$ cat config.mk
export PLATFORM = sky130hd
export DESIGN_NAME = sys_array_feeder
export DESIGN_NICKNAME = d
export VERILOG_FILES = /design/src/rtl/sa_pkg.sv /design/src/rtl/sa_skew_line.sv /design/src/rtl/sys_array_feeder.sv
export SDC_FILE = /design/constraint.sdc
export NUM_CORES = 1
export LEC_CHECK = 0
export CAP_MARGIN = 20
export CELL_PAD_IN_SITES_DETAIL_PLACEMENT = 1
export CELL_PAD_IN_SITES_GLOBAL_PLACEMENT = 1
export CORE_MARGIN = 2
export CORE_UTILIZATION = 35
export CTS_BUF_LIST = sky130_fd_sc_hd__clkbuf_4 sky130_fd_sc_hd__clkbuf_8
export DETAILED_ROUTE_END_ITERATION = 10
export GPL_TIMING_DRIVEN = 0
export PLACE_DENSITY = 0.86
export SLEW_MARGIN = 20
export SYNTH_ARGS = -nofsm -noshare
export SYNTH_HDL_FRONTEND = slang
export SYNTH_SLANG_ARGS = --single-unit
export TNS_END_PERCENT = 5
$ cat constraint.sdc
create_clock -name clock -period 3.1 [get_ports clock]
set_input_delay 0.62 -clock clock [delete_from_list [all_inputs] [get_ports clock]]
set_output_delay 0.62 -clock clock [all_outputs]
set_load 0.005 [all_outputs]
$ cat src/rtl/sa_pkg.sv
// rtl/sa_pkg.sv - shared types and helpers for the systolic array feeder and collector
package sa_pkg;

    typedef enum logic [1:0] {
        IDLE   = 2'd0,
        LOAD   = 2'd1,
        STREAM = 2'd2,
        DRAIN  = 2'd3
    } feeder_state_t;

    // Zero-vector cycles needed for the last partial sum to leave the bottom edge.
    function automatic int drain_cycles(input int rows, input int cols);
        return 2 * rows + cols - 2;
    endfunction

    // Bit offset of a lane inside a packed multi-lane bus; used for both pack and unpack.
    function automatic int lane_lsb(input int lane, input int width);
        return lane * width;
    endfunction

endpackage

$ cat src/rtl/sa_skew_line.sv
// rtl/sa_skew_line.sv - fixed-latency {valid, data} delay line, DEPTH+1 register stages
module sa_skew_line #(
    parameter int W     = 8,
    parameter int DEPTH = 0
) (
    input  logic         clock,
    input  logic         reset_n,
    input  logic         valid_i,
    input  logic [W-1:0] data_i,
    output logic         valid_o,
    output logic [W-1:0] data_o
);

    logic [W:0] stage_q [DEPTH+1];

    always_ff @(posedge clock) begin
        if (!reset_n) begin
            for (int i = 0; i <= DEPTH; i++) begin
                stage_q[i] <= '0;
            end
        end else begin
            stage_q[0] <= {valid_i, data_i};
            for (int i = 1; i <= DEPTH; i++) begin
                stage_q[i] <= stage_q[i-1];
            end
        end
    end

    assign {valid_o, data_o} = stage_q[DEPTH];

endmodule

$ cat src/rtl/sys_array_feeder.sv
// rtl/sys_array_feeder.sv - weight loader and skewed activation streamer; SA_FEEDER_PERF_EN adds perf counters
module sys_array_feeder #(
    parameter int DATA_WIDTH = 8,
    parameter int ROWS       = 4,
    parameter int COLS       = 4,
    parameter int NVEC_W     = 16
) (
    input  logic                       clock,
    input  logic                       reset_n,
    input  logic                       start,
    input  logic                       reuse_w,
    input  logic [NVEC_W-1:0]          n_vec,
    input  logic                       w_valid,
    output logic                       w_ready,
    input  logic [COLS*DATA_WIDTH-1:0] w_data,
    input  logic                       a_valid,
    output logic                       a_ready,
    input  logic [ROWS*DATA_WIDTH-1:0] a_data,
    output logic [ROWS-1:0]            param_load,
    output logic [COLS*DATA_WIDTH-1:0] param_data,
    output logic [ROWS*DATA_WIDTH-1:0] input_data,
    output logic [ROWS-1:0]            lane_valid,
    output logic                       busy,
    output logic                       done
`ifdef SA_FEEDER_PERF_EN
    ,
    output logic [31:0]                perf_stall_cnt,
    output logic [31:0]                perf_job_cycles
`endif
);
    import sa_pkg::*;

    localparam int DRAIN_CYCLES = drain_cycles(ROWS, COLS);
    localparam int RW  = (ROWS > 1) ? $clog2(ROWS) : 1;
    localparam int DCW = (DRAIN_CYCLES > 1) ? $clog2(DRAIN_CYCLES) : 1;

    feeder_state_t                state_q, state_d;
    logic [NVEC_W-1:0]            remaining_q, remaining_d;
    logic [RW-1:0]                row_q, row_d;
    logic [DCW-1:0]               drain_q, drain_d;
    logic [ROWS-1:0]              param_load_q, param_load_d;
    logic [COLS*DATA_WIDTH-1:0]   param_data_q, param_data_d;
    logic                         a_fire;

    assign busy       = (state_q != IDLE);
    assign w_ready    = (state_q == LOAD);
    assign a_ready    = (state_q == STREAM) && (remaining_q != '0);
    assign a_fire     = a_ready && a_valid;
    assign param_load = param_load_q;
    assign param_data = param_data_q;

    always_ff @(posedge clock) begin
        if (!reset_n) begin
            state_q      <= IDLE;
            remaining_q  <= '0;
            row_q        <= '0;
            drain_q      <= '0;
            param_load_q <= '0;
            param_data_q <= '0;
        end else begin
            state_q      <= state_d;
            remaining_q  <= remaining_d;
            row_q        <= row_d;
            drain_q      <= drain_d;
            param_load_q <= param_load_d;
            param_data_q <= param_data_d;
        end
    end

    always_comb begin
        state_d      = state_q;
        remaining_d  = remaining_q;
        row_d        = row_q;
        drain_d      = drain_q;
        param_load_d = '0;
        param_data_d = param_data_q;
        done         = 1'b0;
        case (state_q)
            IDLE: begin
                if (start) begin
                    remaining_d = n_vec;
                    row_d       = '0;
                    drain_d     = '0;
                    state_d     = reuse_w ? STREAM : LOAD;
                end
            end
            LOAD: begin
                if (w_valid) begin
                    param_load_d = ROWS'(1) << row_q;
                    param_data_d = w_data;
                    row_d        = row_q + 1'b1;
                    if (row_q == RW'(ROWS - 1)) begin
                        // An empty job finishes as soon as the weights are in.
                        if (remaining_q == '0) begin
                            done    = 1'b1;
                            state_d = IDLE;
                        end else begin
                            state_d = STREAM;
                        end
                    end
                end
            end
            STREAM: begin
                if (remaining_q == '0) begin
                    done    = 1'b1;
                    state_d = IDLE;
                end else if (a_valid) begin
                    remaining_d = remaining_q - 1'b1;
                    if (remaining_q == NVEC_W'(1)) begin
                        state_d = DRAIN;
                    end
                end
            end
            DRAIN: begin
                if (drain_q == DCW'(DRAIN_CYCLES - 1)) begin
                    done    = 1'b1;
                    drain_d = '0;
                    state_d = IDLE;
                end else begin
                    drain_d = drain_q + 1'b1;
                end
            end
            default: state_d = IDLE;
        endcase
    end

    // Lane r is delayed r extra cycles to form the diagonal wavefront.
    for (genvar r = 0; r < ROWS; r++) begin : g_lane
        logic [DATA_WIDTH-1:0] lane_in;
        assign lane_in = a_fire ? a_data[lane_lsb(r, DATA_WIDTH) +: DATA_WIDTH] : '0;

        sa_skew_line #(
            .W     (DATA_WIDTH),
            .DEPTH (r)
        ) u_skew (
            .clock   (clock),
            .reset_n (reset_n),
            .valid_i (a_fire),
            .data_i  (lane_in),
            .valid_o (lane_valid[r]),
            .data_o  (input_data[lane_lsb(r, DATA_WIDTH) +: DATA_WIDTH])
        );
    end

`ifdef SA_FEEDER_PERF_EN
    logic [31:0] stall_cnt_q, job_cycles_q;

    always_ff @(posedge clock) begin
        if (!reset_n) begin
            stall_cnt_q  <= '0;
            job_cycles_q <= '0;
        end else if (state_q == IDLE && start) begin
            stall_cnt_q  <= '0;
            job_cycles_q <= '0;
        end else begin
            if (busy) begin
                job_cycles_q <= job_cycles_q + 32'd1;
            end
            if (a_ready && !a_valid) begin
                stall_cnt_q <= stall_cnt_q + 32'd1;
            end
        end
    end

    assign perf_stall_cnt  = stall_cnt_q;
    assign perf_job_cycles = job_cycles_q;
`endif

endmodule

# Word level (Yosys, flattened, before mapping)
# Memory sizes are Yosys's and may differ from the RTL's.
# Index checks and enable logic that the tools add are counted.
# totals
regBits	60
mem_bits_rw	90
input_bits	86
output_inout_bits	76
wordCells	95
memories	4
# classes
add_sub_neg	3
eq_ne	14
shift	1
mux	42
bitwise_logic	9
n_reduce_logical	16
# memory_table
name	words	word_bits	rd	rd_clocked_by_memory_dff	write_ports	line	rtl
g_lane[3].u_skew.stage_q	4	9	4	0	4	sa_skew_line.sv:14	logic [W:0] stage_q [DEPTH+1];
g_lane[2].u_skew.stage_q	3	9	3	0	3	sa_skew_line.sv:14	
g_lane[1].u_skew.stage_q	2	9	2	0	2	sa_skew_line.sv:14	
g_lane[0].u_skew.stage_q	1	9	1	0	1	sa_skew_line.sv:14	
# ops
op	n
9-bit 2-to-1 mux	10
16-bit 2-to-1 mux	3
8-bit 2-to-1 mux	4
16-bit case mux with 2 select lines	1
2-bit 2-to-1 mux	11
16-bit by 1-bit equality test with 1-bit output (second input constant)	1
16-bit zero test	1
16-bit nonzero test	1
16-bit by 1-bit subtractor with 16-bit output (second input constant)	1
2-bit != test (second input constant)	5
1-bit bitwise OR	9
9-bit OR reduction	1
4-bit 2-to-1 mux	2
2-bit case mux with 4 select lines	1
4-bit case mux with 2 select lines	1
2-bit nonzero test	4
1-bit 2-to-1 mux	7
2-bit equality test (second input constant)	3
3-bit AND reduction	2
6-bit AND reduction	1
4-bit by 1-bit adder with 4-bit output (second input constant)	1
4-bit equality test (second input constant)	1
2-bit case mux with 2 select lines	1
2-bit AND reduction	2
other kinds (10)	11

# Logic depth before layout (Yosys ltp)
# logic_depth
ltp_word	5
mapped_depth	8
mapped_depth_nobuf	7

# Hierarchy
# Synthesis repeated with hierarchy kept, for this count alone.
# unflattened
cells_unflattened	605
hier_area_um2	5683.0
# modules_own_cells
mod	n_inst	cells_per_inst	area_each_um2	seq_area_each_um2
sys_array_feeder	1	403	3060.4	1201.2
sa_skew_line at g_lane[3].u_skew	1	75	1006.0	720.7
sa_skew_line at g_lane[2].u_skew	1	64	818.3	540.5
sa_skew_line at g_lane[1].u_skew	1	45	561.8	360.3
sa_skew_line at g_lane[0].u_skew	1	18	236.5	180.2

# Least setup slack after synthesis
# OpenSTA, ideal clock, no wires.
# synth_path
kind	flip-flop to output port
from	register remaining_q[0]
to	output done
arrival_ns	1.491
t_required_ns	2.480
path_slack_ns	0.989
stages_incl_launch_ff	8
n_path_buf	1
cell_sequence	dfxtp_1 -> inv_1 -> ha_1 -> nor3b_2 -> and4_1 -> buf_2 -> o21ai_0 -> o21ai_0
# synth_between
elab_chain_cells	5
# synth_lines
element	line	rtl
from (decl)	sys_array_feeder.sv:38	logic [NVEC_W-1:0] remaining_q, remaining_d;
from (signal assigned)	sys_array_feeder.sv:62	remaining_q <= remaining_d;
16-bit zero test *	sys_array_feeder.sv:94, sys_array_feeder.sv:104	
1-bit 2-to-1 mux *	sys_array_feeder.sv:94, sys_array_feeder.sv:104	
1-bit 2-to-1 mux	sys_array_feeder.sv:92	if (row_q == RW'(ROWS - 1)) begin
1-bit 2-to-1 mux	sys_array_feeder.sv:88	if (w_valid) begin
1-bit case mux with 3 select lines *	sys_array_feeder.sv:78	case (state_q)
to (decl)	sys_array_feeder.sv:24	output logic done
# Mark *: on every way between the ends. The rest lies on a longest branch, timed or not.

# Worst setup path in the final report
# layout_path
from	register remaining_q[0]
to	output a_ready
# layout_between
elab_chain_cells	2
# layout_lines
element	line	rtl
16-bit nonzero test	sys_array_feeder.sv:47	assign a_ready = (state_q == STREAM) && (remaining_q != '0);
1-bit logical AND	sys_array_feeder.sv:47	
to (decl)	sys_array_feeder.sv:17	output logic a_ready,
# No other way between the ends.

==> impl_metrics.tcl <==
set metrics [dict create \
    slew_headroom 0.544 \
    cts_root_buffer "sky130_fd_sc_hd__clkbuf_8" \
    post_synth_instance_area_um2 5190 \
    num_antenna_cells 0 \
    hold_viol_final 0 \
    ys_seq_area_frac 0.555 \
    synth_simple_gate_area_frac 0.244 \
    drt-pass1-iter-count 4 \
    final_setup_viols 0 \
    hpwl_after_dpl_um 10900 \
    antenna_found_initial 0 \
    synth_cell_type_count 48 \
    final_antenna_net_count 0 \
    average_routed_wire_per_standard_cell_um 15.7 \
    syn_nets 652 \
    grt_first_pass_wirelength_um 24300 \
    postLayoutCoreUtil 0.514 \
    clock_latency_ns 0.45 \
    crit_required_ns 2.48 \
    worst_r2r_path_depth 8 \
    synth-compound-area-share 0.120 \
    flop_to_flop_setup_slack_ns 0.91 \
    initial_utilization 0.357 \
    finalMaxSlewViolations 0 \
    cts_tree "built" \
    run_status "finished, final reports clean" \
    ctsLongestPathBuffers 2 \
    grt_setup_unrepaired "no" \
    finalWorstSetupSlack_ns 0.138 \
    async_reset_ff_frac 0 \
    core_um2 14500 \
    finalWeightedCongestion 0.826 \
    clock-sinks 144 \
    layout-drive-gt1-share 0.107 \
    use_met1 0.208 \
    cts.clk_slew.worst_paths_ns 0.07 \
    critical_path.startpoint_type "register" \
    globalRouteMet2Util 0.344 \
    number_of_global_route_vias_before_repair 4956 \
    largest_family_of_logic_cells_by_synthesized_area "simple AND/OR/NAND/NOR gates" \
    most_used_cells_in_the_layout_excluding_fill_and_tap_cells "sky130_fd_sc_hd__clkdlybuf4s50_1, sky130_fd_sc_hd__dfxtp_1, sky130_fd_sc_hd__nand2_1" \
    fmax_ghz 0.338 \
    yosys_most_used_dff "sky130_fd_sc_hd__dfxtp_1" \
    synth_fa_ha_area_frac 0.0120 \
    setup.worst_path.class "reg2out" \
    p_leak_nw 2.90 \
    area_delta_synth_final_pct 44.0 \
    cp_max_fo 5 \
    holdCritStartpoint "g_lane[2].u_skew.stage_q[0][15]$_SDFF_PN0_" \
    post-route-period-util 0.955 \
    critPathArrivalTime_ns 2.34 \
    layout_commonest_cell "sky130_fd_sc_hd__clkdlybuf4s50_1" \
    rr_endpoint "g_lane[1].u_skew.stage_q[0][1]$_SDFF_PN0_" \
    maximum_number_of_pins_on_one_net_before_global_route_repair 17 \
    cts_inserted_buffers 17 \
    whs_path_depth 1 \
    holdCritPathClass "reg2reg" \
    worst-slew-pin-transition_ns 0.685 \
    die_area_um2 15800 \
    die_h_um 126 \
    clock_tree.htree_level_count 4 \
    p_per_area_nw_per_um2 594 \
    synthesis.yosys.warnings 0 \
    numPortBuffers 161 \
    die_x_um 126 \
    gr_met3_demand_resource 0.0714 \
    drt_first_iter_violations 163 \
    power.total_w 0.00444 \
    gr-max-usage-layer "met2" \
    fin_nets 833 \
    rows 44 \
    largest_clock_skew_in_the_final_design_ns 0.0116 \
    drcViolationCount 0 \
    synth_area_per_cell_um2 9.26 \
    wirelength_um 14700 \
    postSynthCellCount 561 \
    worst_r2r_startpoint "remaining_q[0]$_SDFFE_PN0P_" \
    timing.critical_path.to_type "output pin" \
    vias_per_cell 4.80 \
    top_level_ports 162 \
    overall_routing_resource_usage 0.193 \
    synth.mux.area_fraction 0.00602 \
    num_vias 4511 \
    max-vdd-ir-drop_uv 268 \
    final_period_minus_worst_setup_slack_ns 2.96 \
    hold_buffers 0 \
    synth-edff-count 0 \
    global_route_congestion_overflow_total 0 \
    synth_xor_area_frac 0 \
    post-place-ws_ns 0.174 \
    postSynthRegisterBits 144 \
    maxCapViolCount 0 \
    holdPathEnd "g_lane[2].u_skew.stage_q[0][24]$_SDFF_PN0_" \
    finalSetupTns_ns 0 \
]
==> layer usage <==
layer  wire length [µm]  part of all wire  vias to the layer above
met4                300             0.020                        0
met1               5820              0.40                     2127
met3               1160             0.079                       26
met5                  0                 0                        -
met2               7440              0.51                      157
li1                   -                 -                     2201
==> critical path: stages, from the launching register on <==
cell,delay (ns)
sky130_fd_sc_hd__dfxtp_1,0.38
sky130_fd_sc_hd__inv_1,0.10
sky130_fd_sc_hd__ha_2,0.22
sky130_fd_sc_hd__nor3b_4,0.16
sky130_fd_sc_hd__and4_1,0.16
sky130_fd_sc_hd__buf_4,0.16
sky130_fd_sc_hd__nor2_1,0.15
sky130_fd_sc_hd__clkdlybuf4s50_1,0.55
==> worst max-delay path by stage <==
stage / to / startpoint
final: a_ready / remaining_q[0]$_SDFFE_PN0P_
after global routing: a_ready / remaining_q[0]$_SDFFE_PN0P_
after CTS: a_ready / remaining_q[0]$_SDFFE_PN0P_
after detailed placement: done / remaining_q[0]$_SDFFE_PN0P_
after global placement: done / remaining_q[0]$_SDFFE_PN0P_
after floorplan: done / remaining_q[0]$_SDFFE_PN0P_
==> flip-flops by register name, summed over array words and instances (netlist names) <==
register,count
param_load,4
remaining_q,16
drain_q,4
state_q,2
param_data,32
row_q,2
g_lane.u_skew.stage_q,84
==> cell families (layout without fill, tap and decap cells) <==
kind of cell,Yosys count,count (layout)
compound gates,106,106
fa+ha+maj,5,5
buf+inv,59,253
flops,144,144
mux,3,3
simple gates,244,244
==> cell type report <==
| class | count | area, µm² |
|---|---|---|
| Clock inverter | 12 | 156 |
| Inverter | 7 | 26.3 |
| Multi-Input combinational cell | 358 | 1990 |
| Sequential cell | 144 | 2880 |
| Fill cell | 1661 | 7060 |
| Tap cell | 184 | 230 |
| Timing Repair Buffer | 162 | 1620 |
| Buffer | 52 | 304 |
| Clock buffer | 20 | 269 |
==> synth_stat cells, types with 3 or more instances <==
cell type | count | share of area
sky130_fd_sc_hd__nor3_1 | 9 | 0.0087
sky130_fd_sc_hd__a211oi_1 | 3 | 0.0043
sky130_fd_sc_hd__nor4_1 | 6 | 0.0072
sky130_fd_sc_hd__nand4_1 | 5 | 0.0060
sky130_fd_sc_hd__a22oi_1 | 3 | 0.0043
sky130_fd_sc_hd__o21ai_0 | 8 | 0.0077
sky130_fd_sc_hd__nand2b_1 | 3 | 0.0036
sky130_fd_sc_hd__nand3_1 | 7 | 0.0067
sky130_fd_sc_hd__ha_1 | 5 | 0.012
sky130_fd_sc_hd__a21oi_1 | 61 | 0.059
sky130_fd_sc_hd__o21ai_1 | 12 | 0.012
sky130_fd_sc_hd__nor2_1 | 24 | 0.017
sky130_fd_sc_hd__nand2_1 | 88 | 0.064
sky130_fd_sc_hd__and2_1 | 84 | 0.10
sky130_fd_sc_hd__buf_2 | 13 | 0.013
sky130_fd_sc_hd__clkbuf_1 | 17 | 0.012
sky130_fd_sc_hd__dfxtp_1 | 144 | 0.56
sky130_fd_sc_hd__buf_4 | 20 | 0.029
sky130_fd_sc_hd__a21o_1 | 5 | 0.0072
sky130_fd_sc_hd__inv_1 | 6 | 0.0043
==> metrics by stage <==
step | hold slack, ns | std cells | area (µm²)
finish | 0.436 | 939 | 7480
global placement | 0.414 | 906 | 7030
CTS | 0.439 | 939 | 7480
global route | 0.450 | 939 | 7480
detailed placement | 0.422 | 906 | 7030
floorplan | 0.412 | 561 | 5190
==> where the power goes <==
part           total (W)  switching [W]  internal, W  leakage, nW
Sequential       0.00201      0.0000730      0.00193         1.17
Combinational   0.000853       0.000451     0.000403         1.53
Clock            0.00158       0.000728     0.000850        0.205
Total            0.00444        0.00125      0.00319         2.90
==> what timing repair did <==
| item | 4_1_cts | 5_1_grt |
|---|---|---|
| gates resized for setup | 4 | 0 |
| buffers inserted | 1 | 0 |
| endpoints found under the setup margin | 2 | 0 |
(Power assumes the default switching activity.)
